`src/rtl/operand_stage.sv`:
```
// operand_stage: register-read stage between decode and the ALU.
// It drives the RegFile read addresses and registers both operands, bypassing
// same-cycle writeback data around the RegFile. A per-register busy scoreboard
// stalls decode on RAW/WAW hazards, and a valid/ready pair on each side lets the
// ALU back-pressure decode.
module operand_stage #(
    parameter int W  = 8,   // data path width, matches RegFile
    parameter int A  = 4,   // register address width
    parameter int CW = 16   // stall counter width
) (
    input  logic          Clk,
    input  logic          Reset,
    // decode side
    input  logic          InValid,
    output logic          InReady,
    input  logic [A-1:0]  InRa,
    input  logic [A-1:0]  InRb,
    input  logic [A-1:0]  InRd,
    input  logic          InWrEn,
    input  logic [3:0]    InOp,
    // RegFile read ports
    output logic [A-1:0]  RaddrA,
    output logic [A-1:0]  RaddrB,
    input  logic [W-1:0]  DataOutA,
    input  logic [W-1:0]  DataOutB,
    // writeback bus, shared with the RegFile write port
    input  logic          WbEn,
    input  logic [A-1:0]  WbAddr,
    input  logic [W-1:0]  WbData,
    // ALU side
    output logic          OutValid,
    input  logic          OutReady,
    output logic [W-1:0]  OutOpA,
    output logic [W-1:0]  OutOpB,
    output logic [A-1:0]  OutRd,
    output logic          OutWrEn,
    output logic [3:0]    OutOp,
    output logic [CW-1:0] StallCycles
);

    localparam int NR = 2 ** A;

    logic [NR-1:0] r_busy;
    logic [CW-1:0] r_stall;
    logic          r_out_valid;
    logic [W-1:0]  r_op_a;
    logic [W-1:0]  r_op_b;
    logic [A-1:0]  r_rd;
    logic          r_wr_en;
    logic [3:0]    r_op;

    logic          w_hit_a;
    logic          w_hit_b;
    logic          w_hit_d;
    logic          w_busy_a;
    logic          w_busy_b;
    logic          w_busy_d;
    logic          w_hazard;
    logic          w_accept;
    logic [W-1:0]  w_fwd_a;
    logic [W-1:0]  w_fwd_b;
    logic [NR-1:0] w_busy_next;

    // The read ports simply follow the source fields.
    assign RaddrA = InRa;
    assign RaddrB = InRb;

    // A writeback in this cycle retires the pending write on its address, so it
    // both clears the hazard and supplies the operand (the RegFile only sees it
    // at the coming edge).
    assign w_hit_a  = WbEn && (WbAddr == InRa);
    assign w_hit_b  = WbEn && (WbAddr == InRb);
    assign w_hit_d  = WbEn && (WbAddr == InRd);

    // Port A treats r0 as an ordinary register; port B's r0 is hardwired zero.
    assign w_busy_a = r_busy[InRa] && !w_hit_a;
    assign w_busy_b = (InRb != '0) && r_busy[InRb] && !w_hit_b;
    assign w_busy_d = InWrEn && r_busy[InRd] && !w_hit_d;
    assign w_hazard = w_busy_a || w_busy_b || w_busy_d;

    assign InReady  = !Reset && !w_hazard && (!r_out_valid || OutReady);
    assign w_accept = InValid && InReady;

    assign w_fwd_a  = w_hit_a ? WbData : DataOutA;
    assign w_fwd_b  = (InRb == '0) ? '0 : (w_hit_b ? WbData : DataOutB);

    // Scoreboard next state: writeback clears, a newly accepted writer sets.
    always_comb begin
        // NOTE: blocking assignments in combinational logic, with a full default
        // first so no path leaves w_busy_next unassigned (no latch). The set is
        // applied after the clear so a new writer to the same register wins.
        w_busy_next = r_busy;
        if (WbEn) begin
            w_busy_next[WbAddr] = 1'b0;
        end
        if (w_accept && InWrEn) begin
            w_busy_next[InRd] = 1'b1;
        end
    end

    // Scoreboard and saturating hazard-stall counter.
    always_ff @(posedge Clk) begin
        // NOTE: sequential state uses non-blocking assignments only; the
        // scoreboard is a flop vector, so it is cleared by reset like any other
        // state.
        if (Reset) begin
            r_busy  <= '0;
            r_stall <= '0;
        end else begin
            r_busy <= w_busy_next;
            if (InValid && w_hazard && (r_stall != '1)) begin
                r_stall <= r_stall + CW'(1);
            end
        end
    end

    // Output pipeline register: load on accept, drain when consumed, else hold.
    always_ff @(posedge Clk) begin
        if (Reset) begin
            r_out_valid <= 1'b0;
            r_op_a      <= '0;
            r_op_b      <= '0;
            r_rd        <= '0;
            r_wr_en     <= 1'b0;
            r_op        <= '0;
        end else if (w_accept) begin
            r_out_valid <= 1'b1;
            r_op_a      <= w_fwd_a;
            r_op_b      <= w_fwd_b;
            r_rd        <= InRd;
            r_wr_en     <= InWrEn;
            r_op        <= InOp;
        end else if (OutReady) begin
            r_out_valid <= 1'b0;
        end
    end

    assign OutValid    = r_out_valid;
    assign OutOpA      = r_op_a;
    assign OutOpB      = r_op_b;
    assign OutRd       = r_rd;
    assign OutWrEn     = r_wr_en;
    assign OutOp       = r_op;
    assign StallCycles = r_stall;

endmodule
```
`config.mk`:
```
export PLATFORM = sky130hd
export DESIGN_NAME = operand_stage
export DESIGN_NICKNAME = d
export VERILOG_FILES = /design/src/rtl/operand_stage.sv
export SDC_FILE = /design/constraint.sdc
export NUM_CORES = 1
export LEC_CHECK = 0
export ABC_AREA = 1
export BUFFER_PORTS_ARGS = -buffer_cell sky130_fd_sc_hd__buf_2
export CORE_ASPECT_RATIO = 1.25
export CORE_MARGIN = 8
export CORE_UTILIZATION = 50
export DETAILED_ROUTE_END_ITERATION = 8
export PLACE_DENSITY = 0.73
export SLEW_MARGIN = 20
export SYNTH_ARGS = -nofsm -noshare
export SYNTH_HDL_FRONTEND = slang
export SYNTH_SLANG_ARGS = --single-unit
```
`constraint.sdc`:
```
create_clock -name Clk -period 4.4 [get_ports Clk]
set_clock_uncertainty 0.1 [all_clocks]
set_input_delay 0.88 -clock Clk [delete_from_list [all_inputs] [get_ports Clk]]
set_output_delay 0.88 -clock Clk [all_outputs]
set_load 0.05 [all_outputs]
```
# Yosys cells after proc, flatten, opt, wreduce, memory -nomap -nowiden
# Cells that the tools add are included.
# totals
reg_bits	58
# classes
add_sub_neg	1
n_mux	17
n_bitwise	3
n_eq_ne	4
n_lt_le_gt_ge	6
n_reduce_logical	28
# op_table
cell	count
16-bit 2-to-1 mux	2
8-bit 2-to-1 mux	3
4-bit by 5-bit < comparator with 1-bit output, second input constant	4
16-bit by 1-bit adder with 16-bit output, second input constant	1
16-bit AND	1
1-bit logical AND	16
16-bit != test, second input constant	1
16-bit NOT	1
16-bit bitwise OR	1
1-bit binary-select mux with 4-bit select	3
4-bit equality test	3
1-bit demux with 4-bit select	2
4-bit by 1-bit >= comparator with 1-bit output, second input constant	2
1-bit 2-to-1 mux	7
1-bit logical NOT	6
4-bit logical NOT	1
4-bit nonzero test	1
1-bit logical OR	3
2-bit nonzero test	1

# Depth between registers and ports, before layout
# logic_depth
depth_word	12
mapped_depth	17
mapped_depth_nobuf	16

# Least setup slack after synthesis
# OpenSTA, ideal clock, no wires.
# synth_timing
path_kind	input -> output
startpoint	input port InRd[1]
endpoint	output port InReady
t_arrival_ns	2.098
path_stages	12
path_buffers	2
slack_ns	1.322
cell_sequence	buf_4 inv_4 nand2_1 nor2_1 nor2_1 nand2_1 nand2_1 nand2_1 o21ai_2 nand3_2 nor2_8 buf_4
# synth_between
elab_chain_len	8
elab_cells_between_ends	11
# synth_lines
item	line_no	source
from (decl)	18	input logic [A-1:0] InRd,
1-bit binary-select mux with 4-bit select / 4-bit equality test (equally long branches)	78, 73	
1-bit 2-to-1 mux (implied by the code) / 1-bit logical AND (equally long branches)	78, 73	
1-bit logical AND / 1-bit logical NOT (equally long branches)	78	assign w_busy_d = InWrEn && r_busy[InRd] && !w_hit_d;
1-bit logical AND (*)	78	
1-bit logical OR (*)	79	assign w_hazard = w_busy_a || w_busy_b || w_busy_d;
1-bit logical NOT (*)	81	assign InReady = !Reset && !w_hazard && (!r_out_valid || OutReady);
1-bit logical AND (*) (2 in a row)	81	
to (decl)	15	output logic InReady,
# Every way passes the cells marked *; elsewhere a longest branch is shown, timed or not. The select of a mux whose other input is x is not followed.

# Worst setup path after layout
# layout_timing
startpoint	input port WbAddr[2]
endpoint	output port InReady
# layout_between
elab_chain_len	9
elab_cells_between_ends	17
# layout_lines
item	line_no	source
from (decl)	28	input logic [A-1:0] WbAddr,
4-bit equality test (on tied branches)	71, 72	
1-bit logical AND (on tied branches)	71, 72	
1-bit logical NOT (on tied branches)	76, 77	
1-bit logical AND (on tied branches)	76, 77	
1-bit logical OR	79	
1-bit logical OR (*)	79	
1-bit logical NOT (*)	81	
1-bit logical AND (*) (2 in a row)	81	
# Every way passes the cells marked *; elsewhere a longest branch is shown, timed or not.

==> flow_summary.json <==
{
  "rsz0062_at_grt": "no",
  "cp_max_fo": 19,
  "synth_warnings": 0,
  "synth_top_family_by_area": "simple AND/OR/NAND/NOR gates",
  "globalplace.congestion": 0.944,
  "cts_buffer_depth": 2,
  "start_util": 0.506,
  "switching_share": 0.314,
  "yosys_register_bits": 58,
  "totalWireLength_um": 10800,
  "fillCellCount": 703,
  "synth_xor_area_frac": 0.0359,
  "post-cts-setup-buffers": 0,
  "setup_ws_ns": 0.876,
  "tns_ns": 0,
  "drtAntennaViolNets": 0,
  "avgViaCountPerCell": 5.39,
  "drc": 0,
  "clk_latency_ns": 0.34,
  "peakVddDrop_uv": 226,
  "grt_pass1_wl_um": 18000,
  "setup_viol": 0,
  "place_area_um2": 4080,
  "tightest_slew_ns": 0.733,
  "ff2ff_setup_slack_ns": 1.56,
  "min_period_ns": 3.52,
  "syn_area_um2": 3660,
  "critPathKind": "input pin to primary output",
  "first_pass_iters": 7,
  "wl_per_cell_um": 14.1,
  "initialDrtViolationCount": 441,
  "grt_max_degree": 40,
  "synth_top_area_cell": "dfxtp_1",
  "die-area_um2": 10300,
  "finalHoldViolations": 0,
  "power.leakage_nw": 2.06,
  "fin_area_um2": 4310,
  "port_buffers": 100,
  "htree_levels": 3,
  "grtUsageTotal": 0.210,
  "power.density_nw_per_um2": 329,
  "internal_power_mw": 0.971,
  "placement_rows": 35,
  "place_ws_ns": 0.910,
  "cts_tree": "done",
  "synth_area_per_cell_um2": 6.22,
  "synth_top_area_frac": 0.317,
  "synthAdderAreaFrac": 0.00342,
  "hold_class": "flop to flop",
  "coreArea_um2": 7230,
  "fin_util": 0.596,
  "power_mw": 1.42,
  "die_y_um": 112,
  "place_inst": 749,
  "grt_antenna_before_repair": 0,
  "start_kind": "input pin",
  "area_growth_pct": 17.8,
  "post-route-period-util": 0.801,
  "cts_resized": 0,
  "combPwrFrac": 0.207,
  "drive_above_1_share": 0.198,
  "yosysSeqAreaShare": 0.317,
  "required_ns": 3.42,
  "synth_nets": 639,
  "fin_nets": 719,
  "pwr-share-seq": 0.393,
  "cts.hold.buffers_added": 0,
  "final_max_slew_viol_count": 0,
  "fin_hold_ws_ns": 0.368,
  "synth_cells": 588,
  "numCtsBuffers": 9,
  "synthSimpleGateAreaFrac": 0.363,
  "clockRootBuffer": "clkbuf_8",
  "yosys.cell_types.count": 33,
  "drv_cap": 0,
  "via_count": 4120,
  "grt_overflow": 0,
  "worstPathArrival_ns": 2.54,
  "synth_compound_area_frac": 0.151,
  "maxSlewHeadroom": 0.510,
  "place_hpwl_um": 8200,
  "end_kind": "primary output",
  "clkSlewWorstSetupHoldPaths_ns": 0.07,
  "grt_pass1_vias": 3801,
  "synth.mux.area_fraction": 0,
  "final_cells": 765,
  "p_sw_mw": 0.446,
  "p_clk_frac": 0.400,
  "clock_sinks": 58,
  "ios": 101,
  "synth.top_cells.by_area": "dfxtp_1, nand2_1, nand3_1, nor2_1, inv_1",
  "outcome": "complete, no violations",
  "die_width_um": 92.5,
  "diodes": 0,
  "fmaxAchievable_ghz": 0.284
}
-- layout make-up --
type                    instances  area, µm²  share of cell area
inverters                      70        270              0.0627
well taps                      92        115              0.0267
repair buffers                101        508               0.118
clock buffers                  12        155              0.0360
flip-flops and latches         58       1160               0.269
multi-input cells             428       2030               0.470
clock inverters                 4       73.8              0.0171
-- cell families after synthesis --
group / Yosys count
AND/OR/NAND/NOR: 305
XOR/XNOR: 15
flip-flops: 58
adder cells (fa/ha/maj): 1
buffers and inverters: 102
AO/OA/AOI/OAI: 107
-- cells in the final DEF, fill, tap and decap left out, types with 19 or more instances in the layout --
master,n
nand2_1,141
buf_2,100
nor2_1,68
nand3_1,61
inv_1,60
dfxtp_1,58
a21oi_1,42
o21ai_0,35
o21ai_1,22
nand4_1,19
-- Yosys cell counts, drive strengths merged --
cell / number
nand3: 62
o22ai: 3
xor2: 12
nor3: 8
o21ai: 58
xnor2: 3
a21oi: 42
nor4: 1
nand2: 144
dfxtp: 58
ha: 1
nor2: 69
inv: 69
a21boi: 1
nand3b: 2
o211ai: 1
clkinv: 1
o31ai: 2
buf: 21
nand4: 19
clkbuf: 11
-- layer usage --
layer,share of wire,GRT usage,vias to the layer above
li1,-,-,2064
met1,0.43,0.258,1818
met2,0.45,0.324,207
met3,0.10,0.0734,31
met4,0.023,0.0862,0
met5,0,0,-
-- power groups by stage --
stage	registers [mW]	clock network [mW]	logic (mW)
2_1_floorplan	0.634	0	0.157
3_3_place_gp	0.568	0	0.290
3_5_place_dp	0.568	0	0.292
4_1_cts	0.557	0.574	0.293
5_1_grt	0.559	0.602	0.322
6_report	0.557	0.566	0.293
-- sequential cells by signal (all words and copies together) (netlist names) --
register and flops:
OutOpA 8, OutOpB 8, OutRd 4, OutOp 4, StallCycles 16, r_busy 16
OutWrEn 1, OutValid 1
-- worst max-delay path, stage by stage --
cell and delay, ns:
buf_2 0.14, inv_1 0.12, o22ai_1 0.11, nor3_2 0.19, nand2_2 0.20, nand2_1 0.15, nand3_2 0.15, nor2_8 0.27
buf_2 0.32
-- worst paths after layout --
path,startpoint,end,depth (start not counted)
worst min register to register,OutOp[1],OutOp[1],2
worst max-delay path,WbAddr[2],InReady,9
worst min-delay path,OutOp[1],OutOp[1],2
worst max register to register,StallCycles[0],StallCycles[14],7
Power figures use the tool's default switching activity.
